==> src/rtl/vga_if.sv <==
// VGA raster bundle: pixel coordinates plus DAC timing strobes.
// The scan generator drives it; colour mapping and the DAC consume it.
interface vga_if;
    logic [9:0] DrawX;
    logic [9:0] DrawY;
    logic       VGA_CLK;
    logic       VGA_HS;
    logic       VGA_VS;
    logic       VGA_BLANK_N;
    logic       VGA_SYNC_N;
    logic       frame_start;

    modport master (
        output DrawX, DrawY, VGA_CLK, VGA_HS, VGA_VS,
        output VGA_BLANK_N, VGA_SYNC_N, frame_start
    );

    modport slave (
        input DrawX, DrawY, VGA_CLK, VGA_HS, VGA_VS,
        input VGA_BLANK_N, VGA_SYNC_N, frame_start
    );
endinterface

==> src/rtl/vga_scan_generator.sv <==
// 640x480@60 raster timing from a 2x pixel clock.
// Counters step every other Clk; sync/blank are registered in step with them.
module vga_scan_generator #(
    parameter int H_VISIBLE = 640,
    parameter int H_FP      = 16,
    parameter int H_SYNC    = 96,
    parameter int H_BP      = 48,
    parameter int V_VISIBLE = 480,
    parameter int V_FP      = 10,
    parameter int V_SYNC    = 2,
    parameter int V_BP      = 33
) (
    input  logic  Clk,
    input  logic  Reset_n,
    vga_if.master vga
);
    localparam int H_TOTAL = H_VISIBLE + H_FP + H_SYNC + H_BP;
    localparam int V_TOTAL = V_VISIBLE + V_FP + V_SYNC + V_BP;

    localparam logic [9:0] H_LAST   = 10'(H_TOTAL - 1);
    localparam logic [9:0] V_LAST   = 10'(V_TOTAL - 1);
    localparam logic [9:0] H_VIS    = 10'(H_VISIBLE);
    localparam logic [9:0] V_VIS    = 10'(V_VISIBLE);
    localparam logic [9:0] HS_START = 10'(H_VISIBLE + H_FP);
    localparam logic [9:0] HS_END   = 10'(H_VISIBLE + H_FP + H_SYNC);
    localparam logic [9:0] VS_START = 10'(V_VISIBLE + V_FP);
    localparam logic [9:0] VS_END   = 10'(V_VISIBLE + V_FP + V_SYNC);

    logic       pix_toggle;
    logic       vga_clk_q;
    logic [9:0] x_q;
    logic [9:0] y_q;
    logic [9:0] x_nxt;
    logic [9:0] y_nxt;
    logic       h_wrap;
    logic       v_wrap;
    logic       hs_q;
    logic       vs_q;
    logic       blank_n_q;
    logic       frame_q;

    // Next raster position; >= compare lets any out-of-range value wrap.
    always_comb begin
        h_wrap = (x_q >= H_LAST);
        v_wrap = (y_q >= V_LAST);
        x_nxt  = x_q;
        y_nxt  = y_q;
        if (pix_toggle) begin
            x_nxt = h_wrap ? 10'd0 : x_q + 10'd1;
            if (h_wrap) begin
                y_nxt = v_wrap ? 10'd0 : y_q + 10'd1;
            end
        end
    end

    // Pixel enable, counters and timing strobes decoded from next position.
    always_ff @(posedge Clk) begin
        if (!Reset_n) begin
            pix_toggle <= 1'b0;
            vga_clk_q  <= 1'b0;
            x_q        <= 10'd0;
            y_q        <= 10'd0;
            hs_q       <= 1'b1;
            vs_q       <= 1'b1;
            blank_n_q  <= 1'b1;
            frame_q    <= 1'b0;
        end else begin
            pix_toggle <= ~pix_toggle;
            vga_clk_q  <= pix_toggle;
            x_q        <= x_nxt;
            y_q        <= y_nxt;
            hs_q       <= !(x_nxt >= HS_START && x_nxt < HS_END);
            vs_q       <= !(y_nxt >= VS_START && y_nxt < VS_END);
            blank_n_q  <= (x_nxt < H_VIS) && (y_nxt < V_VIS);
            frame_q    <= pix_toggle && h_wrap && v_wrap;
        end
    end

    assign vga.DrawX       = x_q;
    assign vga.DrawY       = y_q;
    assign vga.VGA_CLK     = vga_clk_q;
    assign vga.VGA_HS      = hs_q;
    assign vga.VGA_VS      = vs_q;
    assign vga.VGA_BLANK_N = blank_n_q;
    assign vga.VGA_SYNC_N  = 1'b0;
    assign vga.frame_start = frame_q;
endmodule

==> src/flat_wrapper.sv <==
// flat-port wrapper written by rule: the top's interface ports become plain ports
module vga_scan_generator_flat 
#(
    parameter int H_VISIBLE = 640,
    parameter int H_FP      = 16,
    parameter int H_SYNC    = 96,
    parameter int H_BP      = 48,
    parameter int V_VISIBLE = 480,
    parameter int V_FP      = 10,
    parameter int V_SYNC    = 2,
    parameter int V_BP      = 33
)
  (Clk, Reset_n, vga_DrawX, vga_DrawY, vga_VGA_CLK, vga_VGA_HS, vga_VGA_VS, vga_VGA_BLANK_N, vga_VGA_SYNC_N, vga_frame_start);
  vga_if vga_i ();
  input  logic Clk;
  input  logic Reset_n;
  output wire logic [$bits(vga_i.DrawX)-1:0] vga_DrawX;
  output wire logic [$bits(vga_i.DrawY)-1:0] vga_DrawY;
  output wire logic [$bits(vga_i.VGA_CLK)-1:0] vga_VGA_CLK;
  output wire logic [$bits(vga_i.VGA_HS)-1:0] vga_VGA_HS;
  output wire logic [$bits(vga_i.VGA_VS)-1:0] vga_VGA_VS;
  output wire logic [$bits(vga_i.VGA_BLANK_N)-1:0] vga_VGA_BLANK_N;
  output wire logic [$bits(vga_i.VGA_SYNC_N)-1:0] vga_VGA_SYNC_N;
  output wire logic [$bits(vga_i.frame_start)-1:0] vga_frame_start;
  assign vga_DrawX = vga_i.DrawX;
  assign vga_DrawY = vga_i.DrawY;
  assign vga_VGA_CLK = vga_i.VGA_CLK;
  assign vga_VGA_HS = vga_i.VGA_HS;
  assign vga_VGA_VS = vga_i.VGA_VS;
  assign vga_VGA_BLANK_N = vga_i.VGA_BLANK_N;
  assign vga_VGA_SYNC_N = vga_i.VGA_SYNC_N;
  assign vga_frame_start = vga_i.frame_start;
  vga_scan_generator #(.H_VISIBLE(H_VISIBLE), .H_FP(H_FP), .H_SYNC(H_SYNC), .H_BP(H_BP), .V_VISIBLE(V_VISIBLE), .V_FP(V_FP), .V_SYNC(V_SYNC), .V_BP(V_BP)) u_core (.Clk(Clk), .Reset_n(Reset_n), .vga(vga_i));
endmodule
==> config.mk <==
export PLATFORM = sky130hd
export DESIGN_NAME = vga_scan_generator_flat
export DESIGN_NICKNAME = d
export VERILOG_FILES = /design/src/rtl/vga_if.sv /design/src/rtl/vga_scan_generator.sv /design/src/flat_wrapper.sv
export SDC_FILE = /design/constraint.sdc
export NUM_CORES = 1
export LEC_CHECK = 0
export BUFFER_PORTS_ARGS = -buffer_cell sky130_fd_sc_hd__buf_4
export CORE_ASPECT_RATIO = 0.7
export CORE_MARGIN = 1
export CORE_UTILIZATION = 53
export CTS_CLUSTER_SIZE = 28
export DETAILED_ROUTE_END_ITERATION = 8
export HOLD_SLACK_MARGIN = 0.08
export PLACE_DENSITY = 0.78
export RECOVER_POWER = 100
export SETUP_SLACK_MARGIN = 0.02
export SYNTH_ARGS = -nofsm -noshare
export SYNTH_HDL_FRONTEND = slang
export SYNTH_SLANG_ARGS = --single-unit
export TNS_END_PERCENT = 50
==> constraint.sdc <==
create_clock -name Clk -period 2.1 [get_ports Clk]
set_input_delay 0.21 -clock Clk [delete_from_list [all_inputs] [get_ports Clk]]
set_output_delay 0.21 -clock Clk [all_outputs]
set_load 0.05 [all_outputs]
==> metrics.txt <==
# TYPE chip_impl_metric gauge
chip_impl_info{name="result_of_the_run",value="finished with violations"} 1
chip_impl_info{name="failing_checks",value="negative setup slack"} 1
chip_impl_metric{name="post_drt_wl_per_cell",unit="um"} 14.64
chip_impl_metric{name="time_the_final_worst_path_needs_with_i_o_delays_and_setup",unit="ns"} 2.126
chip_impl_metric{name="hold-worst-slack",unit="ns"} 0.1080
chip_impl_metric{name="numCtsBuffers",unit=""} 3
chip_impl_info{name="critical-path-slowest-cell",value="sky130_fd_sc_hd__or4b_4"} 1
chip_impl_metric{name="gr-usage-met2",unit=""} 0.3413
chip_impl_metric{name="max_freq",unit="GHz"} 0.4703
chip_impl_metric{name="fin_crit_sh",unit=""} 1.013
chip_impl_metric{name="setup-tns-final",unit="ns"} -0.02645
chip_impl_metric{name="max_slew.worst_pin.slew",unit="ns"} 0.6046
chip_impl_metric{name="post_synth_inst_count",unit=""} 153
chip_impl_info{name="grt.busiest_layer",value="met1"} 1
chip_impl_metric{name="worst-path-buf-inv",unit=""} 0
chip_impl_metric{name="drtIter0Drc",unit=""} 83
chip_impl_info{name="mostFrequentLayoutCell",value="sky130_fd_sc_hd__buf_4"} 1
chip_impl_info{name="post_synth_main_area_contributors",value="sky130_fd_sc_hd__dfxtp_1, sky130_fd_sc_hd__xnor2_1, sky130_fd_sc_hd__nor2_1"} 1
chip_impl_info{name="critical_path_class",value="flip-flop to flip-flop"} 1
chip_impl_metric{name="finalClockSkew",unit="ns"} 0.005387
chip_impl_metric{name="floorplan.die.height",unit="um"} 43.62
chip_impl_metric{name="worstPathMaxFanout",unit=""} 6
chip_impl_metric{name="slew_violations",unit=""} 0
chip_impl_metric{name="via_per_inst",unit=""} 5.579
chip_impl_metric{name="dpl_worst_slack",unit="ns"} 0.07574
chip_impl_metric{name="power_per_cell_area",unit="mW/mm2"} 482.4
chip_impl_metric{name="report.final.hold_viol_count",unit=""} 0
chip_impl_metric{name="pin_count_of_the_biggest_net_entering_global_routing",unit=""} 15
chip_impl_metric{name="post-route-drc-count",unit=""} 0
chip_impl_info{name="cts_tree",value="done"} 1
chip_impl_metric{name="grt_overflow_total",unit=""} 0
chip_impl_metric{name="postCtsHoldBufs",unit=""} 0
chip_impl_metric{name="grt_antenna_before_repair",unit=""} 0
chip_impl_info{name="cp_top_family",value="compound AO/OA/AOI/OAI gates"} 1
chip_impl_metric{name="antenna_left",unit=""} 0
chip_impl_metric{name="clk_pin_slew",unit="ns"} 0.14
chip_impl_metric{name="ios",unit=""} 28
chip_impl_metric{name="fp.dieArea",unit="mm2"} 0.002680
chip_impl_metric{name="grt.total_usage",unit=""} 0.2547
chip_impl_metric{name="p_total",unit="W"} 0.0007894
chip_impl_metric{name="total_number_of_nets_in_the_final_design",unit=""} 195
chip_impl_metric{name="synth_cell_type_count",unit=""} 38
chip_impl_info{name="rsz0062_at_grt",value="yes"} 1
chip_impl_metric{name="wl",unit="mm"} 3.236
chip_impl_info{name="hold_wc_path_type",value="primary input to flip-flop"} 1
chip_impl_metric{name="dieWidth",unit="um"} 61.45
chip_impl_metric{name="syn2layout_area_growth",unit="%"} 24.81
chip_impl_info{name="ctsRootBufferMaster",value="sky130_fd_sc_hd__clkbuf_4"} 1
chip_impl_metric{name="core_area",unit="mm2"} 0.002242
chip_impl_info{name="cp-start-kind",value="flip-flop"} 1
chip_impl_metric{name="ys_warn_count",unit=""} 0
chip_impl_metric{name="synthesis.area",unit="mm2"} 0.001311
chip_impl_metric{name="clock_insertion_delay_worst_skew",unit="ns"} 0.32
chip_impl_metric{name="share_of_post_route_cells_with_drive_strength_above_1",unit=""} 0.3122
chip_impl_metric{name="worst_ep_required_time",unit="ns"} 2.29
chip_impl_metric{name="p_leak",unit="nW"} 0.6633
chip_impl_info{name="dominant_cell_type_by_area_after_synthesis",value="sky130_fd_sc_hd__dfxtp_1"} 1
chip_impl_metric{name="initial_utilization",unit=""} 0.5848
chip_impl_metric{name="number_of_setup_violations_in_the_final_report",unit=""} 1
chip_impl_info{name="kind_of_end_point_of_the_critical_path",value="flip-flop"} 1
chip_impl_metric{name="placementRows",unit=""} 14
chip_impl_metric{name="postSynthNetCount",unit=""} 158
chip_impl_metric{name="max-slew-margin-rel",unit=""} 0.5987
chip_impl_metric{name="number_of_search_and_repair_iterations_in_the_first_detailed_routing_pass",unit=""} 5
chip_impl_metric{name="dp_hpwl",unit="mm"} 2.354
chip_impl_metric{name="via_count",unit=""} 1233
chip_impl_metric{name="numClockSinks",unit=""} 26
chip_impl_metric{name="arrival",unit="ns"} 2.32
chip_impl_metric{name="synth_top_area_share",unit=""} 0.3969
chip_impl_metric{name="num_antenna_cells",unit=""} 0
chip_impl_info{name="mostFrequentLayoutCells",value="sky130_fd_sc_hd__buf_4, sky130_fd_sc_hd__nor2_1, sky130_fd_sc_hd__nand2_1"} 1
chip_impl_metric{name="flop_and_latch_count_out_of_synthesis",unit=""} 26
chip_impl_metric{name="power.ir.vdd_worst",unit="mV"} 0.4294
chip_impl_metric{name="final_critical_path_setup_slack",unit="ns"} -0.02645
chip_impl_metric{name="grt_pass1_wl",unit="mm"} 4.905
chip_impl_metric{name="cp_slowest_stage_delay",unit="ns"} 0.52
chip_impl_metric{name="synth-seq-area-share",unit=""} 0.3969
chip_impl_metric{name="globalplace.congestion",unit=""} 0.8964
chip_impl_metric{name="cts_htree_levels",unit=""} 1
chip_impl_metric{name="port-buffer-count",unit=""} 26
chip_impl_metric{name="use_met1",unit=""} 0.4115
chip_impl_metric{name="syn_avg_cell_area",unit="um2"} 8.570
chip_impl_metric{name="drv.max_cap_violation_count",unit=""} 0
chip_impl_metric{name="grtUsageMet3",unit=""} 0.05373
chip_impl_metric{name="cts_max_path_buffers",unit=""} 2
chip_impl_info{name="timing.critical_path.cells",value="a211o_1 > o41ai_4 > or4b_4 > a211oi_4 > nand4_1"} 1
chip_impl_metric{name="grt_pass1_vias",unit=""} 992
power breakdown:
| part | total, W | switching, W | internal [W] |
|---|---|---|---|
| combinational | 0.0000612 | 0.0000473 | 0.0000139 |
| sequential | 0.000512 | 0.0000121 | 0.000500 |
| clock | 0.000216 | 0.000147 | 0.0000697 |
repair_timing:
item	in CTS	in global routing
setup buffers	0	3
setup endpoints to repair	0	1
endpoints found under the hold margin	0	0
resized for setup	0	4
final timing paths:
check | start | endpoint | slack [ns] | cells after the start
worst max-delay path | u_core.vga.DrawY[2] | u_core.vga.VGA_VS | -0.03 | 5
worst min-delay path | Reset_n | u_core.vga.VGA_BLANK_N | 0.11 | 2
worst max register to register | u_core.vga.DrawY[2] | u_core.vga.VGA_VS | -0.03 | 5
worst min register to register | u_core.vga.DrawX[1] | u_core.vga.DrawX[1] | 0.53 | 2
routing by layer:
layer  wire length, um  vias to the layer above
li1                  -                      606
met1              1465                      564
met2              1448                       59
met3               282                        4
met4                39                        0
met5                 0                        -
cell usage after synthesis:
master                      count
sky130_fd_sc_hd__nor3_1         4
sky130_fd_sc_hd__ha_1           3
sky130_fd_sc_hd__a21oi_1        5
sky130_fd_sc_hd__o311ai_0       1
sky130_fd_sc_hd__o211a_1        1
sky130_fd_sc_hd__a31o_2         1
sky130_fd_sc_hd__xor2_1         7
sky130_fd_sc_hd__clkbuf_1       2
sky130_fd_sc_hd__a2bb2oi_1      1
sky130_fd_sc_hd__or3_1          3
sky130_fd_sc_hd__nand4_2        1
sky130_fd_sc_hd__inv_1          8
sky130_fd_sc_hd__a31oi_1        1
sky130_fd_sc_hd__a21o_1         1
sky130_fd_sc_hd__nand2_1       15
sky130_fd_sc_hd__nand2_2        1
sky130_fd_sc_hd__a211o_1        2
sky130_fd_sc_hd__o41ai_4        1
sky130_fd_sc_hd__nand4_1        9
sky130_fd_sc_hd__nand3_1       10
sky130_fd_sc_hd__or4b_2         1
sky130_fd_sc_hd__a41oi_1        1
sky130_fd_sc_hd__dfxtp_1       26
sky130_fd_sc_hd__a211oi_2       1
sky130_fd_sc_hd__or4b_1         2
sky130_fd_sc_hd__or2_2          3
sky130_fd_sc_hd__o31ai_1        1
sky130_fd_sc_hd__xnor2_1        8
sky130_fd_sc_hd__nor2b_1        1
sky130_fd_sc_hd__and3_2         1
sky130_fd_sc_hd__conb_1         1
sky130_fd_sc_hd__buf_4          2
sky130_fd_sc_hd__and3_1         3
sky130_fd_sc_hd__nor4_2         1
sky130_fd_sc_hd__a211oi_1       2
sky130_fd_sc_hd__o21ai_0        2
sky130_fd_sc_hd__buf_2          2
sky130_fd_sc_hd__nor2_1        18
cell families (layout without fill, tap and decap cells):
kind of cell | Yosys count | in the layout | synth area share
AO/OA/AOI/OAI | 21 | 21 | 0.1326
XOR/XNOR | 15 | 15 | 0.1002
adder cells (fa/ha/maj) | 3 | 3 | 0.02863
other | 1 | 1 | 0.002860
buffers and inverters | 14 | 50 | 0.04771
AND/OR/NAND/NOR | 73 | 73 | 0.2910
flip-flops | 26 | 26 | 0.3969
flip-flops by register name, indices dropped and copies added (netlist names):
signal,cells
u_core.pix_toggle,1
u_core.vga.DrawX,10
u_core.vga.DrawY,10
u_core.vga.VGA_BLANK_N,1
u_core.vga.VGA_CLK,1
u_core.vga.VGA_HS,1
u_core.vga.VGA_VS,1
u_core.vga.frame_start,1
stage by stage:
stage,std cells,instance area (um2),utilization
2_1_floorplan,153,1333,-
3_3_place_gp,214,1603,0.7148
3_5_place_dp,214,1603,0.7148
4_1_cts,218,1629,0.7266
5_1_grt,221,1637,0.7299
6_report,221,1637,0.7299
final cells by class:
type                            count  area [um2]
Multi-Input combinational cell    113       739.5
Fill cell                         182       605.6
Sequential cell                    26       545.5
Timing Repair Buffer               38       255.2
Tap cell                           32       40.04
Inverter                            8       30.03
Clock buffer                        3       22.52
Clock inverter                      1       3.754
(Power assumes the default switching activity.)
